`src/rtl/adc7478_pkg.sv`:
```
// Shared types and frame geometry for the AD7478 serial ADC controller.
package adc7478_pkg;

  typedef enum logic [1:0] {IDLE, SHIFT, DONE, QUIET} state_t;

  localparam int FRAME_BITS = 16;
  localparam int LEAD_ZEROS = 4;
  localparam int DATA_BITS  = 8;
  localparam int DATA_LSB   = 4;

endpackage

```
`src/rtl/adc7478_ctrl.sv`:
```
// AD7478 frame master: one 16-SCLK frame per accepted start, result strobed with eoc.
// state | meaning
// IDLE  | CS_n high, waiting for start
// SHIFT | CS_n low, 32 SCLK toggles, sample on each rise
// DONE  | last half-period after 16th rise, then eoc
// QUIET | CS_n high for QUIET_CYC cycles before IDLE
module adc7478_ctrl #(
  parameter int HALF_DIV  = 1,
  parameter int QUIET_CYC = 2
) (
  input  logic       clk,
  input  logic       reset,
  input  logic       start,
  input  logic       adc_sdata,
  output logic       adc_cs_n,
  output logic       adc_sclk,
  output logic       busy,
  output logic       eoc,
  output logic [7:0] data,
  output logic       frame_err
);
  import adc7478_pkg::*;

  localparam int HW = $clog2(HALF_DIV + 1);
  localparam int QW = $clog2(QUIET_CYC + 1);
  localparam logic [HW-1:0] HALF_LAST  = HW'(HALF_DIV - 1);
  localparam logic [QW-1:0] QUIET_LAST = QW'(QUIET_CYC - 1);

  state_t                state;
  logic [HW-1:0]         half_cnt;
  logic [5:0]            edge_cnt;
  logic [QW-1:0]         quiet_cnt;
  logic [FRAME_BITS-1:0] shift;

  always_ff @(posedge clk) begin
    if (reset) begin
      state     <= IDLE;
      adc_cs_n  <= 1'b1;
      adc_sclk  <= 1'b1;
      busy      <= 1'b0;
      eoc       <= 1'b0;
      data      <= '0;
      frame_err <= 1'b0;
      shift     <= '0;
      half_cnt  <= '0;
      edge_cnt  <= '0;
      quiet_cnt <= '0;
    end else begin
      eoc <= 1'b0;
      unique case (state)
        IDLE: begin
          if (start) begin
            state    <= SHIFT;
            adc_cs_n <= 1'b0;
            busy     <= 1'b1;
            half_cnt <= '0;
            edge_cnt <= '0;
          end
        end
        SHIFT: begin
          if (half_cnt == HALF_LAST) begin
            half_cnt <= '0;
            adc_sclk <= ~adc_sclk;
            edge_cnt <= edge_cnt + 6'd1;
            // sclk currently low means this edge is a rise: capture the bit
            if (!adc_sclk)
              shift <= {shift[FRAME_BITS-2:0], adc_sdata};
            if (edge_cnt == 6'd31)
              state <= DONE;
          end else begin
            half_cnt <= half_cnt + HW'(1);
          end
        end
        DONE: begin
          if (half_cnt == HALF_LAST) begin
            half_cnt  <= '0;
            adc_cs_n  <= 1'b1;
            eoc       <= 1'b1;
            data      <= shift[DATA_LSB +: DATA_BITS];
            frame_err <= |shift[FRAME_BITS-1 -: LEAD_ZEROS];
            quiet_cnt <= '0;
            state     <= QUIET;
          end else begin
            half_cnt <= half_cnt + HW'(1);
          end
        end
        QUIET: begin
          if (quiet_cnt == QUIET_LAST) begin
            busy  <= 1'b0;
            state <= IDLE;
          end else begin
            quiet_cnt <= quiet_cnt + QW'(1);
          end
        end
        default: state <= IDLE;
      endcase
    end
  end

endmodule

```
`config.mk`:
```
export PLATFORM = sky130hd
export DESIGN_NAME = adc7478_ctrl
export DESIGN_NICKNAME = d
export VERILOG_FILES = /design/src/rtl/adc7478_pkg.sv /design/src/rtl/adc7478_ctrl.sv
export SDC_FILE = /design/constraint.sdc
export NUM_CORES = 1
export LEC_CHECK = 0
export CORE_MARGIN = 4
export CORE_UTILIZATION = 30
export DETAILED_ROUTE_END_ITERATION = 8
export PLACE_DENSITY = 0.53
export SLEW_MARGIN = 25
export SYNTH_ARGS = -nofsm -noshare
export SYNTH_HDL_FRONTEND = slang
export SYNTH_SLANG_ARGS = --single-unit
```
`constraint.sdc`:
```
create_clock -name clk -period 4.4 [get_ports clk]
set_input_delay 1.1 -clock clk [delete_from_list [all_inputs] [get_ports clk]]
set_output_delay 1.1 -clock clk [all_outputs]
set_load 0.01 [all_outputs]
```
# After elaboration in Yosys (flattened, before gate mapping)

Cells that the tools add are included.

Bits in registers: 40
Bits of input ports: 4
Output and inout port bits: 13

Add/subtract/negate cells: 3
Equal/unequal tests: 11
Mux-type cells: 21
Bitwise gates (word level): 3
Reductions and logical operators: 18

Operators with widths:

| cell                                          | count |
|---|---|
| AND reduction 3 bit                           | 5 |
| 2-to-1 mux 2 bit                              | 7 |
| 2-to-1 mux 6 bit                              | 2 |
| != test 2 bit, second input constant          | 6 |
| case mux 6 bit (2 select lines)               | 1 |
| nonzero test 2 bit                            | 5 |
| case mux 2 bit (4 select lines)               | 1 |
| adder 6 x 1 -> 6 bit, second input constant   | 1 |
| == test 6 x 5 -> 1 bit, second input constant | 1 |
| 2-to-1 mux 1 bit                              | 6 |
| case mux 1 bit (2 select lines)               | 3 |
| AND reduction 2 bit                           | 3 |
| AND reduction 5 bit                           | 1 |
| == test 2 x 1 -> 1 bit, second input constant | 2 |
| == test 2 bit, second input constant          | 2 |
| case mux 2 bit (2 select lines)               | 1 |
| OR reduction 2 bit                            | 2 |
| OR reduction 4 bit                            | 1 |
| NOT 1 bit                                     | 3 |
| adder 2 x 1 -> 2 bit, second input constant   | 1 |
| logical NOT 2 bit                             | 1 |
| adder 1 bit, second input constant            | 1 |

# Longest topological paths before layout

Depth in word-level cells: 4
Mapped depth: 8

# Worst setup path before layout

OpenSTA, ideal clock, no wires.

Kind: input-to-reg
Start point: input port start
End point: register state[1]
Library setup time: 0.128 ns
Arrival: 1.785 ns
Setup slack: 2.488 ns
Stages on the path: 4
Cell sequence: nor2b_1 > a2111oi_4 > mux2i_1 > nor2_1

Word-level cells in the longest chain between the ends: 2

Ends and longest elaborated chain:

| what                                 | line               | text |
|---|---|---|
| start, declared                      | adc7478_ctrl.sv:13 | `input logic start,` |
| != test 2 bit (no source line)       | -                  |  |
| AND reduction 5 bit (no source line) | -                  |  |
| end signal, assigned                 | adc7478_ctrl.sv:37 | `state <= IDLE;` |
| end signal, assigned                 | adc7478_ctrl.sv:53 | `state <= SHIFT;` |
| end signal, assigned                 | adc7478_ctrl.sv:69 | `state <= DONE;` |
| end, declared                        | adc7478_ctrl.sv:29 | `state_t state;` |

No other way between the ends.
A chain may end at the register's enable or synchronous reset.

# Final worst setup path

Start point: register adc_sclk
End point: output port adc_sclk

RTL lines:

| what                   | line               | text |
|---|---|---|
| start, declared        | adc7478_ctrl.sv:16 | `output logic adc_sclk,` |
| start signal, assigned | adc7478_ctrl.sv:63 | `adc_sclk <= ~adc_sclk;` |

No word-level cell between the ends.

==> metrics <==
port buffer count 16; register area share after synthesis 49.5%; Net Count, Synth 189; area added between synthesis and finish 22.5%; Clock Path Buffers 2; worst setup margin 2080 ps; top cell type's share of synthesized area between 40% and 50%; Rel. slew slack between 50% and 60%; first-pass GRT wire length between 5000 and 6000 um; initial antenna violation count 0; CP startpoint kind flip-flop; most frequent cells after synthesis 39 x dfxtp_1, 35 x nand2_1, 22 x a21oi_1; Setup TNS 0 ps; worst hold slack 454 ps; Unique masters post-synth 28; largest net degree at the start of global routing 21; DIE HEIGHT approximately 80 um; post-route cell area 1930 um^2; power per cell area 544 nW/um^2; CTS clk-pin slew, worst paths 80 ps; Post-DP HPWL approximately 2000 um; Max stage delay cell, worst path clkdlybuf4s50_1; Setup WS pre-CTS about 1900 ps; Placement Cell Area 1800 um^2; final wirelength 2940 um; CP bufs+invs 1; number of CTS-inserted buffers 5; async set-or-reset flop fraction in the synthesized netlist 0%; f_max 0.432 GHz; Initial Utilization ~31%; total global routing overflow 0; DR iter-0 viols slightly above 50; Vias roughly 1200; Vias/cell approximately 4.5; die area 6480 um^2; core box area 5110 um^2; layout cells sized above 1 6.15%; Ys Warns 0; critical path, cell by cell clkdlybuf4s50_1; Max rail drop VDD 0.000275 V; CP max stage delay 560 ps; Rows 26; most common cell in the netlist dfxtp_1; average wire per cell in the routed design approximately 11 um; DR pass1 iterations 4; Final Setup Violations 0; hold buffers post-CTS 0; Slew @ Worst Pin between 700 and 800 ps; GR Util All Layers 10.7%; vias in the first global route roughly 1100; cell taking the most area after synthesis dfxtp_1; H-tree depth 2; Yosys reg bits 39; WS Path Type reg2out; ranking of synthesized cells by area dfxtp_1 50%, nand2_1 8.3%, a21oi_1 7.0%; post-CTS setup buffer count 0; Slew Viols, Final 0; P_leak 0.665 nW; PnR Total Power approximately 1.0 mW; # nets final 204; Routed Antenna Nets 0; Setup Skew 7.10 ps; clk sinks 39; final RePlAce weighted congestion 0.763; fin util a little under two fifths; Post-Layout Cell Count about 270; post-layout minimum cycle time between 2000 and 2500 ps; Synth Flop Type dfxtp_1; CTS tree built; Mapped Cells 179; post-CTS sizing 0; max-cap violation count 0; Residual DRC 0; Clock Root Buffer clkbuf_8; CP required 3300 ps; Critical Path AT 1220 ps; syn avg cell area 8.81 um^2; Post-synth EDFFs 0; io pins 17; status complete, no violations; # diodes 0; Synth Cell Area 1580 um^2; Worst Path Max Fanout 4; Hold Violations, Final 0; CP top delay family buffers and inverters; CP Capture Type primary output; Die X 80.5 um; unrepaired setup endpoints after global routing no; worst-skew pair later-pin latency 290 ps; cell total after placement 257; path category of the worst min-delay check reg2reg; Tcrit/Tclk final between 50 and 60%
-- power breakdown --
group / total [mW] / switching (mW) / internal (mW)
clock: 0.349 / 0.122 / 0.227
combinational: 0.290 / 0.160 / 0.131
sequential: 0.410 / 0.0251 / 0.385
-- sequential cells by signal (all words and copies together), names as in the netlist --
| register | count |
|---|---|
| data | 8 |
| adc_sclk | 1 |
| adc_cs_n | 1 |
| quiet_cnt | 2 |
| frame_err | 1 |
| shift | 16 |
| state | 2 |
| eoc | 1 |
| busy | 1 |
| edge_cnt | 6 |
-- path summary, 6_finish.rpt --
kind / start / endpoint / slack (ps) / cells after the start
worst max register to register: state[1] / shift[3] / 2620 / 5
worst max-delay path: adc_sclk / adc_sclk / 2080 / 1
worst min register to register: shift[3] / shift[4] / 450 / 2
worst min-delay path: shift[3] / shift[4] / 450 / 2
-- metal layers --
layer | share of wire, % | GRT usage, % | up-vias
met4 | 2.1 | 4.56 | 0
met2 | 44 | 15.9 | 19
met5 | 0 | 0 | -
met1 | 49 | 13.2 | 532
met3 | 5.0 | 4.71 | 6
li1 | - | - | 625
-- kinds of logic (layout without fill, tap and decap cells) --
group / count (synthesis) / in the layout / share of synthesized area, %
buffers and inverters: 14 / 30 / 3.73
XOR/XNOR: 1 / 1 / 0.556
flip-flops: 39 / 39 / 49.5
multiplexers: 10 / 10 / 6.35
AO/OA/AOI/OAI: 36 / 36 / 14.6
AND/OR/NAND/NOR: 73 / 73 / 20.5
adder cells (fa/ha/maj): 6 / 6 / 4.76
-- cell usage in the layout, fill, tap and decap left out, types with 2 or more instances in the layout --
| cell | count |
|---|---|
| buf_4 | 2 |
| ha_1 | 6 |
| mux2i_1 | 10 |
| clkdlybuf4s50_1 | 16 |
| nand2_1 | 35 |
| a21oi_1 | 22 |
| nor2b_1 | 4 |
| clkbuf_8 | 5 |
| o21ai_0 | 2 |
| nand2b_1 | 3 |
| nand3_1 | 2 |
| a211oi_1 | 4 |
| bufinv_16 | 2 |
| o21bai_1 | 2 |
| inv_1 | 4 |
| dfxtp_1 | 39 |
| or3_1 | 3 |
| nor2_1 | 20 |
-- cell type report --
class / count / area, um^2
Clock buffer: 6 / 72.6
Clock inverter: 2 / 60.1
Fill cell: 550 / 3180
Inverter: 4 / 15.0
Multi-Input combinational cell: 126 / 739
Sequential cell: 39 / 781
Tap cell: 70 / 87.6
Timing Repair Buffer: 18 / 175
-- worst min-delay path: stages, from the launching register on --
cell and delay [ps]:
dfxtp_1 310, nand2_1 50, a21oi_1 50
(Power assumes the default switching activity.)
